==> src/rtl/cam_src_pkg.sv <==
// Shared types and encodings for the camera pattern source.
package cam_src_pkg;

  localparam int PIX_W = 12;
  localparam int CNT_W = 16;

  typedef logic [PIX_W-1:0] pix_t;
  typedef logic [CNT_W-1:0] cnt_t;

  typedef enum logic [2:0] {
    ST_IDLE,
    ST_STROBE,
    ST_V_FRONT,
    ST_LINE,
    ST_H_BLANK,
    ST_V_BACK
  } state_t;

  localparam logic [1:0] PAT_SOLID = 2'd0;
  localparam logic [1:0] PAT_HRAMP = 2'd1;
  localparam logic [1:0] PAT_VRAMP = 2'd2;
  localparam logic [1:0] PAT_COUNT = 2'd3;

endpackage

==> src/rtl/cam_src_pattern.sv <==
// Combinational pixel value generator for the latched frame pattern.
module cam_src_pattern
  import cam_src_pkg::*;
(
  input  logic [1:0] i_pattern,
  input  pix_t       i_value,
  input  pix_t       i_col,
  input  pix_t       i_row,
  input  pix_t       i_count,
  output pix_t       o_pix
);

  always_comb begin
    // NOTE: default first so every path assigns o_pix and no latch is inferred.
    o_pix = i_value;
    case (i_pattern)
      PAT_HRAMP: o_pix = i_col;
      PAT_VRAMP: o_pix = i_row;
      PAT_COUNT: o_pix = i_count;
      default:   o_pix = i_value;
    endcase
  end

endmodule

==> src/rtl/camera_pattern_source.sv <==
// Camera-sensor emulator: plays one synthetic frame per accepted trigger.
// Optional frame checksum output enabled by defining CAM_SRC_FRAME_SUM_EN.
module camera_pattern_source
  import cam_src_pkg::*;
#(
  parameter int H_ACTIVE     = 640,
  parameter int V_ACTIVE     = 480,
  parameter int H_BLANK      = 16,
  parameter int V_FRONT      = 8,
  parameter int V_BACK       = 8,
  parameter int STROBE_TICKS = 4
) (
  input  logic             sysClk,
  input  logic             hard_reset,
  input  logic             trigger,
  input  logic [1:0]       pattern_sel,
  input  logic [PIX_W-1:0] frame_value,
  output logic             pixel_clk,
  output logic             FV,
  output logic             LV,
  output logic [PIX_W-1:0] pixel_data,
  output logic             Strobe,
  output logic             busy,
  output logic             frame_done,
  output logic             trigger_dropped
`ifdef CAM_SRC_FRAME_SUM_EN
  ,
  output logic [15:0]      frame_sum
`endif
);

  logic       r_pclk;
  state_t     r_state;
  cnt_t       r_cnt;
  cnt_t       r_row;
  logic [1:0] r_pat;
  pix_t       r_value;
  pix_t       r_pcnt;
  logic       r_done;
  logic       r_drop;
  logic       w_tick;
  logic       w_busy;
  pix_t       w_pix;

  assign w_tick = r_pclk;
  assign w_busy = (r_state != ST_IDLE);

  cam_src_pattern u_pattern (
    .i_pattern (r_pat),
    .i_value   (r_value),
    .i_col     (r_cnt[PIX_W-1:0]),
    .i_row     (r_row[PIX_W-1:0]),
    .i_count   (r_pcnt),
    .o_pix     (w_pix)
  );

  // State and counters advance only on ticks, so bus outputs move with pixel_clk's fall.
  always_ff @(posedge sysClk) begin
    if (hard_reset) begin
      r_pclk  <= 1'b0;
      r_state <= ST_IDLE;
      r_cnt   <= '0;
      r_row   <= '0;
      r_pat   <= PAT_SOLID;
      r_value <= '0;
      r_pcnt  <= '0;
      r_done  <= 1'b0;
      r_drop  <= 1'b0;
    end else begin
      // NOTE: non-blocking so every register sees pre-edge values of the others.
      r_pclk <= ~r_pclk;
      r_done <= 1'b0;
      r_drop <= trigger && w_busy;
      if (w_tick) begin
        r_cnt <= r_cnt + cnt_t'(1);
        case (r_state)
          ST_IDLE: begin
            r_cnt <= '0;
            if (trigger) begin
              r_state <= ST_STROBE;
              r_pat   <= pattern_sel;
              r_value <= frame_value;
              r_pcnt  <= frame_value;
              r_row   <= '0;
            end
          end
          ST_STROBE: if (r_cnt == cnt_t'(STROBE_TICKS - 1)) begin
            r_cnt   <= '0;
            r_state <= (V_FRONT > 0) ? ST_V_FRONT : ST_LINE;
          end
          ST_V_FRONT: if (r_cnt == cnt_t'(V_FRONT - 1)) begin
            r_cnt   <= '0;
            r_state <= ST_LINE;
          end
          ST_LINE: begin
            r_pcnt <= r_pcnt + pix_t'(1);
            if (r_cnt == cnt_t'(H_ACTIVE - 1)) begin
              r_cnt <= '0;
              if (r_row == cnt_t'(V_ACTIVE - 1)) begin
                if (V_BACK > 0) begin
                  r_state <= ST_V_BACK;
                end else begin
                  r_state <= ST_IDLE;
                  r_done  <= 1'b1;
                end
              end else if (H_BLANK > 0) begin
                r_state <= ST_H_BLANK;
              end else begin
                r_row <= r_row + cnt_t'(1);
              end
            end
          end
          ST_H_BLANK: if (r_cnt == cnt_t'(H_BLANK - 1)) begin
            r_cnt   <= '0;
            r_row   <= r_row + cnt_t'(1);
            r_state <= ST_LINE;
          end
          ST_V_BACK: if (r_cnt == cnt_t'(V_BACK - 1)) begin
            r_cnt   <= '0;
            r_state <= ST_IDLE;
            r_done  <= 1'b1;
          end
          default: begin
            r_cnt   <= '0;
            r_state <= ST_IDLE;
          end
        endcase
      end
    end
  end

  assign pixel_clk       = r_pclk;
  assign Strobe          = (r_state == ST_STROBE);
  assign FV              = (r_state == ST_V_FRONT) || (r_state == ST_LINE) ||
                           (r_state == ST_H_BLANK) || (r_state == ST_V_BACK);
  assign LV              = (r_state == ST_LINE);
  assign pixel_data      = LV ? w_pix : '0;
  assign busy            = w_busy;
  assign frame_done      = r_done;
  assign trigger_dropped = r_drop;

`ifdef CAM_SRC_FRAME_SUM_EN
  logic [15:0] r_sum;

  // Cleared on frame start, held after the last active pixel until the next start.
  always_ff @(posedge sysClk) begin
    if (hard_reset) begin
      r_sum <= '0;
    end else if (w_tick) begin
      if (r_state == ST_IDLE && trigger) begin
        r_sum <= '0;
      end else if (r_state == ST_LINE) begin
        r_sum <= r_sum + 16'(w_pix);
      end
    end
  end

  assign frame_sum = r_sum;
`endif

endmodule

==> config.mk <==
export PLATFORM = sky130hd
export DESIGN_NAME = camera_pattern_source
export DESIGN_NICKNAME = d
export VERILOG_FILES = /design/src/rtl/cam_src_pkg.sv /design/src/rtl/cam_src_pattern.sv /design/src/rtl/camera_pattern_source.sv
export SDC_FILE = /design/constraint.sdc
export NUM_CORES = 1
export LEC_CHECK = 0
export ABC_AREA = 1
export ABC_CLOCK_PERIOD_IN_PS = 1930
export CAP_MARGIN = 20
export CORE_ASPECT_RATIO = 1.1
export CORE_UTILIZATION = 50
export DETAILED_ROUTE_END_ITERATION = 6
export PLACE_DENSITY = 0.71
export SETUP_SLACK_MARGIN = 0.5
export SYNTH_ARGS = -nofsm -noshare
export SYNTH_HDL_FRONTEND = slang
export SYNTH_SLANG_ARGS = --single-unit
==> constraint.sdc <==
create_clock -name sysClk -period 1.93 [get_ports sysClk]
set_input_delay 0.386 -clock sysClk [delete_from_list [all_inputs] [get_ports sysClk]]
set_output_delay 0.386 -clock sysClk [all_outputs]
set_load 0.05 [all_outputs]
* After elaboration in Yosys (flattened, before gate mapping)
Cells that the tools add are included.
** Storage, ports and cells
- Flip-flop bits (word level) :: 64
- Bits of input ports :: 17
- Output and inout port bits :: 19
- Word-level logic and storage cells :: 68
** Cells by class
- Add/subtract/negate cells :: 3
- Equality and inequality tests :: 19
- Muxes and demuxes :: 21
- Bitwise gates (word level) :: 2
- Reductions and logical operators :: 14
** Operator list (number)
- 16-bit two-way mux :: 6
- 16-bit case mux with 4 select lines :: 1
- 12-bit case mux with 3 select lines :: 1
- 16-bit by 1-bit adder with 16-bit output (second input constant) :: 2
- 16-bit case mux with 2 select lines :: 1
- 12-bit two-way mux :: 2
- 12-bit case mux with 2 select lines :: 1
- 3-bit two-way mux :: 6
- 3-bit case mux with 6 select lines :: 1
- 16-bit by 10-bit equality test with 1-bit output (second input constant) :: 1
- 16-bit by 2-bit equality test with 1-bit output (second input constant) :: 1
- 16-bit by 3-bit equality test with 1-bit output (second input constant) :: 1
- 16-bit by 4-bit equality test with 1-bit output (second input constant) :: 1
- 16-bit by 9-bit equality test with 1-bit output (second input constant) :: 1
- 12-bit by 1-bit adder with 12-bit output (second input constant) :: 1
- 2-bit inequality test (second input constant) :: 4
- 7-bit AND reduction :: 1
- 3-bit by 2-bit equality test with 1-bit output (second input constant) :: 2
- 3-bit equality test (second input constant) :: 2
- 3-bit AND reduction :: 2
- 2-bit equality test (second input constant) :: 2
- 2-bit by 1-bit inequality test with 1-bit output (second input constant) :: 2
- 4-bit AND reduction :: 1
- 2-bit nonzero test :: 2
- 10 further kinds :: 14

* Depth between registers and ports, before layout
Gate-level depths: netlist of run 1.
- Word-level depth :: 4
- Depth in mapped cells :: 12
- Depth with buffers taken out :: 12

* Modules after synthesis
A second synthesis of run 1 with hierarchy kept.
** Second synthesis, totals
- Cells, all modules :: 636
- Area, all modules :: 3961.3 µm²
** By module, submodules not included
- camera_pattern_source :: times used 1, cells each 564, area an instance 3555.9 µm², seq. area each 1281.2 µm²
- cam_src_pattern :: times used 1, cells each 72, area an instance 405.4 µm², seq. area each 0.0 µm²

* Worst setup path before layout of run 1
No wires, ideal clock.
- Kind :: flip-flop to output port
- Start point :: register r_pat[0]
- End point :: output port pixel_data[0]
- Arrival time :: 1.774 ns
- Required time :: 1.544 ns
- Slack :: -0.230 ns
- Stages on the path, launching flop included :: 6
- Buffers on the path :: 1
- Path through :: dfxtp_1 > inv_1 > nor2_1 > clkbuf_1 > nand2_1 > a41oi_1
** On the way
- Cells in the longest elaborated chain, start to end :: 3
- Elaborated cells on any way between the ends :: 5
- Those cells by class :: eq/ne: 3; mux: 2
** RTL lines
- start, declared :: RTL line camera_pattern_source.sv:36 : logic [1:0] r_pat;
- start signal, assigned :: RTL line camera_pattern_source.sv:81 : r_pat <= pattern_sel;
- 2-bit equality test or 2-bit by 1-bit equality test with 1-bit output (tied branches) :: RTL line cam_src_pattern.sv:16 : case (i_pattern)
- 12-bit case mux with 3 select lines (*) :: RTL line cam_src_pattern.sv:16
- 12-bit two-way mux (*) :: RTL line camera_pattern_source.sv:137 : assign pixel_data = LV ? w_pix : '0;
- end, declared :: RTL line camera_pattern_source.sv:21 : output logic [PIX_W-1:0] pixel_data,
Mark *: on every way between the ends. The rest lies on a longest branch, timed or not.

* Worst setup path in the final report of run 1
- Start point :: register r_pat[1]
- End point :: output port pixel_data[0]
The elaborated chain is that of the path after synthesis.

==> impl_metrics.tcl, run 1 <==
set metrics [dict create \
    status "finished with violations" \
    violations "negative setup slack" \
    routabilityCongestion 0.9541 \
    drive_gt1_share_pct 42.38 \
    synth_edf_count 0 \
    die_w_um 87.12 \
    fmax_ghz 0.4968 \
    grt_max_degree 31 \
    antennaDiodeCount 0 \
    die_y_um 95.64 \
    synth_cell_types 41 \
    postSynthCellCount 637 \
    portBuffers 35 \
    synth_nets 657 \
    antenna_found_initial 0 \
    post-synth-top-area-fraction_pct 32.15 \
    peakVddDrop_mv 0.7697 \
    core_area_um2 7597 \
    synth_top_cell_by_area "dfxtp_1" \
    ys_top_cells_by_area "dfxtp_1, nand2_1, nor2_1" \
    cts_root_buf "clkbuf_8" \
    grt_usage_pct 34.00 \
    endpoint_kind "primary output" \
    dpl-instance-area_um2 4897 \
    r2r_setup_slack_ns 0.02 \
    finClkSkew_ns 0.009642 \
    required_ns 1.54 \
    power.switching_w 0.001617 \
    synth_flop_cell "dfxtp_1" \
    ant_nets 0 \
    clockBufferDepth 2 \
    ys_seq_elements 64 \
    numCtsBuffers 9 \
    dpl.hpwl_mm 7.814 \
    rsz0062_at_grt "yes" \
    ys.warnings.count 0 \
    max-slew-margin-rel_pct 72.72 \
    yosysSeqAreaShare_pct 32.15 \
    postLayoutSetupSlackWorst_ns -0.08308 \
    synth_top_cells_by_count "nand2_1, nor2_1, dfxtp_1" \
    synthArstFlopShare_pct 0 \
    rr_startpoint "r_row[6]" \
    path_class "reg -> out" \
    drv_cap 0 \
    cts_sinks 64 \
    synth_area_per_cell_um2 6.256 \
    holdPathEnd "r_value[8]" \
    hold_violations 0 \
    holdCritStartpoint "r_value[8]" \
    overflow 0 \
    worstPathMaxFanout 12 \
    cts.clk_slew.worst_paths_ns 0.09 \
    switching_share_pct 39.01 \
    io_pins 36 \
    slew_violations 0 \
    min_delay_path_depth 2 \
    synthMostInstantiatedCell "nand2_1" \
    drtPass1Iterations 7 \
    p_int_w 0.002528 \
    period_share_pct 104.3 \
    clk_latency_ns 0.36 \
    h-tree-depth 3 \
    r2r_end "r_row[13]" \
    drcViolationCount 0 \
    nNetsFinal 737 \
    instances_no_fill 827 \
    fin_util_pct 87.90 \
    p_seq_share_pct 36.4 \
    start_kind "register" \
    viasPerCell 6.300 \
    rows 33 \
    cts_tree "yes" \
    leakage_nw 2.446 \
    tightestPinTransition_ns 0.4086 \
    hp-class "reg -> reg" \
    detail_route.wl_per_cell_um 20.46 \
    die_area_um2 8332 \
    final_cell_area_um2 6678 \
    routed_wirelength_mm 16.92 \
    grt_pass1_wl_mm 21.43 \
    dp_cells 764 \
    vias 5210 \
    drt_iter0_markers 703 \
    pwr-share-comb_pct 37.7 \
    syn_area_um2 3985 \
    pwr-share-clk_pct 25.9 \
    pwr_density_cell_nw_per_um2 620.8 \
    arrival_ns 1.63 \
    areaGrowthSynthToFinish_pct 67.57 \
    worst_hold_slack_ns 0.4481 \
    setup_viol_count_final 12 \
    start_util_pct 52.45 \
    rr_worst_depth 8 \
    grt_pass1_vias 4410 \
    min_period_ns 2.013 \
]
[cell usage in the layout (no fill, tap or decap), types with 4 or more instances in the layout]
cell type	instances
nand2_2	20
nor2_4	22
nor3_2	6
buf_12	25
nand3_2	8
nor3_1	7
nor2_1	59
clkdlybuf4s50_1	16
a21oi_1	11
nand2_8	5
nand2_1	146
nand2_4	17
nand3_1	34
nand3_4	10
inv_2	6
clkbuf_8	9
o21ai_4	5
buf_16	4
xor2_1	10
or2_2	4
o21ai_0	8
dfxtp_4	13
dfxtp_1	39
o21ai_2	17
dfxtp_2	12
o21ai_1	10
nor2_2	14
buf_6	21
a21oi_2	21
inv_1	53
nand4_1	12
clkinvlp_4	6
a41oi_4	11
buf_8	4
buf_4	16
[how the worst max path moves through the flow]
| stage | startpoint | to | depth (start not counted) |
|---|---|---|---|
| global route | r_pat[1] | pixel_data[9] | 6 |
| finish | r_pat[1] | pixel_data[0] | 6 |
| floorplan | r_state[0] | pixel_data[2] | 4 |
| global placement | hard_reset | r_cnt[8] | 4 |
| detailed placement | hard_reset | r_cnt[8] | 4 |
| CTS | r_pat[1] | pixel_data[6] | 5 |
[cells by family (layout without fill, tap and decap cells)]
| family | Yosys count | after routing | share of synthesized area, % |
|---|---|---|---|
| compound gates | 96 | 96 | 14.44 |
| xor+xnor | 13 | 13 | 2.857 |
| fa+ha+maj | 3 | 3 | 0.9420 |
| buf+inv | 95 | 178 | 9.921 |
| flops | 64 | 64 | 32.15 |
| simple gates | 366 | 368 | 39.69 |
[area by class of cell]
type / instances / area [µm²]
Timing Repair inverter: 1 / 7.507
Tap cell: 105 / 131.4
Inverter: 69 / 312.8
Timing Repair Buffer: 92 / 1305
Multi-Input combinational cell: 480 / 3403
Fill cell: 356 / 919.6
Clock buffer: 9 / 123.9
Clock inverter: 7 / 48.80
Sequential cell: 64 / 1345
[power groups by stage]
stage               Sequential, W  Clock (W)  Combinational [W]
CTS                       0.00149    0.00106            0.00125
finish                    0.00151    0.00107            0.00156
global route              0.00152    0.00113            0.00163
global placement          0.00153          0           0.000797
floorplan                 0.00151          0           0.000610
detailed placement        0.00154          0           0.000808
[registers in the layout (all words and copies together) (netlist names)]
name	count
r_state	3
pixel_clk	1
r_row	16
r_pcnt	12
trigger_dropped	1
r_value	12
frame_done	1
r_pat	2
r_cnt	16
[through the flow]
stage	setup slack (ns)	total power (W)	TNS, ns
floorplan	0.3706	0.002119	0
global placement	-0.03535	0.002331	-0.09621
detailed placement	-0.1309	0.002346	-0.3169
CTS	-0.02910	0.003802	-0.2289
global route	-0.1069	0.004275	-1.076
finish	-0.08308	0.004146	-0.6359
[critical path, cell delays in order, from the launching register on]
cell	delay, ns
dfxtp_4	0.40
inv_2	0.05
nor2_2	0.09
buf_6	0.18
nand2_1	0.15
a41oi_4	0.23
buf_12	0.16
[layer usage]
layer	global-route usage, %	vias to the layer above	share of wire [%]
li1	-	2238	-
met2	57.94	454	48
met5	0	-	0
met3	6.753	119	11
met1	40.45	2399	35
met4	17.76	0	5.7
[what timing repair did]
action,in CTS,in global routing
hold buffers,0,0
setup buffers,21,14
setup endpoints to repair,80,79
cloned,7,5
pin swaps,26,48
resized for setup,201,117
Power figures use the tool's default switching activity.
==> inputs of run 2 (changes only) <==
Settings changed: ABC_CLOCK_PERIOD_IN_PS 1930 to unset.
==> results of run 2 <==
No change in the layout: final DEF, timing and power equal those of run 1.
==> inputs of run 3 (changes only) <==
==> constraint.sdc (replaced) <==
create_clock -name sysClk -period 1.93 [get_ports sysClk]
set_input_delay 0.386 -clock sysClk [delete_from_list [all_inputs] [get_ports sysClk]]
set_output_delay 0.386 -clock sysClk [all_outputs]
set_load 0.1 [all_outputs]
==> run 3 against run 2 <==
Wire length increased by 42%. Register-to-register slack got worse by 0.29 ns. Final area increased by 5.7%. Maximum frequency decreased by 8.6%. The flow finishes with violations (design-rule violations, negative setup slack). Hold slack improved by 0.017 ns. First-iteration DRC count increased by 81%.
==> impl_metrics.tcl, run 3 (synthesis results as in run 1) <==
set metrics [dict create \
    setup_viol_count_final 18 \
    final_cell_area_um2 7061 \
    peakVddDrop_mv 0.9140 \
    drt_iter0_markers 1274 \
    final_common_cell "nand2_1" \
    start_util_pct 52.45 \
    routabilityCongestion 0.9870 \
    cts.clk_slew.worst_paths_ns 0.08 \
    cts_sinks 64 \
    met1_usage_pct 44.62 \
    rr_worst_depth 10 \
    core_area_um2 7597 \
    dpl.hpwl_mm 8.004 \
    clk_latency_ns 0.37 \
    portBuffers 35 \
    antenna_found_initial 2 \
    cp_num_buf_inv 1 \
    hold_violations 0 \
    crit_path_top_delay_cell "dfxtp_1" \
    postLayoutSetupSlackWorst_ns -0.2731 \
    holdPathEnd "r_value[4]" \
    overflow 0 \
    grt_max_degree 30 \
    rsz0062_at_grt "yes" \
    period_share_pct 114.2 \
    slew_violations 0 \
    drtPass1Iterations 7 \
    grt_pass1_vias 4606 \
    busiest_layer "met2" \
    r2r_setup_slack_ns -0.27 \
    drive_gt1_share_pct 48.39 \
    cts_tree "yes" \
    top_regs "r_cnt: 16 flops, r_row: 16 flops" \
    io_pins 36 \
    die_w_um 87.12 \
    min_delay_path_depth 2 \
    r2r_end "r_row[15]" \
    crit_cells 10 \
    fin_util_pct 92.93 \
    crit_family "simple AND/OR/NAND/NOR gates" \
    vias 6170 \
    drv_cap 0 \
    required_ns 2.22 \
    holdCritStartpoint "r_value[4]" \
    gr-usage-met2_pct 62.53 \
    min_period_ns 2.203 \
    most-common-layout-cells "nand2_1, nor2_1, inv_1" \
    status "finished with violations" \
    viasPerCell 7.242 \
    clockBufferDepth 2 \
    drcViolationCount 107 \
    ant_nets 0 \
    worstPathCellList "nand2_1 > nor2_1 > inv_1 > nor2_1 > nand2_1 > nand2_1 > nand3_1 > nor2_2 > nor2_1 > nor2_1" \
    leakage_nw 2.669 \
    violations "design-rule violations, negative setup slack" \
    die_area_um2 8332 \
    grt_pass1_wl_mm 23.22 \
    numCtsBuffers 9 \
    rows 33 \
    path_class "reg -> reg" \
    die_y_um 95.64 \
    areaGrowthSynthToFinish_pct 77.17 \
    grt_util_met3_pct 6.234 \
    max_stage_delay_ns 0.59 \
    detail_route.wl_per_cell_um 28.12 \
    h-tree-depth 3 \
    arrival_ns 2.50 \
    worst_hold_slack_ns 0.4650 \
    finClkSkew_ns 0.01080 \
    rr_startpoint "r_row[10]" \
    nNetsFinal 761 \
    routed_wirelength_mm 23.96 \
    cts_root_buf "clkbuf_8" \
    grt_usage_pct 36.66 \
    pwr_density_cell_nw_per_um2 669.6 \
    dpl-instance-area_um2 4922 \
    start_kind "register" \
    worstPathMaxFanout 6 \
    tightestPinTransition_ns 0.7233 \
    endpoint_kind "register" \
    hp-class "reg -> reg" \
    ctsHoldBuffers 0 \
    fmax_ghz 0.4539 \
    max-slew-margin-rel_pct 51.27 \
    cp_common_cell "nor2_1" \
]
-- run 3: changes by cell type in the layout (fill, tap and decap cells not counted), sizes merged --
cell	before	now
clkbuf	12	13
clkinv	8	4
inv	63	64
bufbuf	1	0
diode	0	1
bufinv	0	1
buf	72	99
clkinvlp	6	5
-- run 3: final cells by class --
type / instances / area [µm²]
flip-flops and latches: 64 / 1346
clock inverters: 4 / 52.55
multi-input cells: 480 / 3590
inverters: 69 / 307.8
fillers: 260 / 536.8
diodes: 1 / 2.502
clock buffers: 12 / 155.1
repair inverters: 1 / 7.507
well taps: 105 / 131.4
repair buffers: 116 / 1468
-- run 3: worst max-delay path by stage --
stage | start | endpoint
finish | r_row[10] | r_row[15]
global route | r_pat[1] | pixel_data[7]
CTS | r_pat[1] | pixel_data[0]
detailed placement | hard_reset | r_cnt[11]
global placement | hard_reset | r_cnt[10]
floorplan | r_state[2] | pixel_data[2]
-- run 3: stage by stage --
step	total power [W]	cells	setup TNS (ns)	setup WS, ns
finish	0.004727	852	-2.573	-0.2731
detailed placement	0.002475	767	-0.3267	-0.1187
global route	0.004764	852	-2.845	-0.2816
floorplan	0.002201	637	0	0.1156
global placement	0.002458	767	-0.06265	-0.02429
CTS	0.004114	822	-0.7197	-0.08297
-- run 3: timing repair --
| action | CTS | global route |
|---|---|---|
| gates resized for setup | 216 | 167 |
| setup endpoints to repair | 77 | 79 |
| pin swaps | 59 | 88 |
| hold endpoints to repair | 0 | 0 |
| setup buffers | 31 | 27 |
| cloned | 8 | 2 |
-- run 3: tightest hold or removal path: cells and delay by family (launching register included) --
family	cells	cell delay, ns
buf+inv	1	0.06
compound gates	1	0.05
flops	1	0.32
-- run 3: power breakdown --
group / switching [W] / internal [W] / leakage, nW
clock: 0.000669 / 0.000669 / 0.0948
sequential: 0.000107 / 0.00140 / 0.536
combinational: 0.00117 / 0.000718 / 2.04
-- run 3: layer usage --
layer / up-vias / wire [µm] / part of all wire (%)
li1: 2288 / - / -
met1: 2760 / 7181 / 30
met2: 762 / 10030 / 42
met3: 358 / 3918 / 16
met4: 2 / 2809 / 12
met5: - / 23 / 0.096
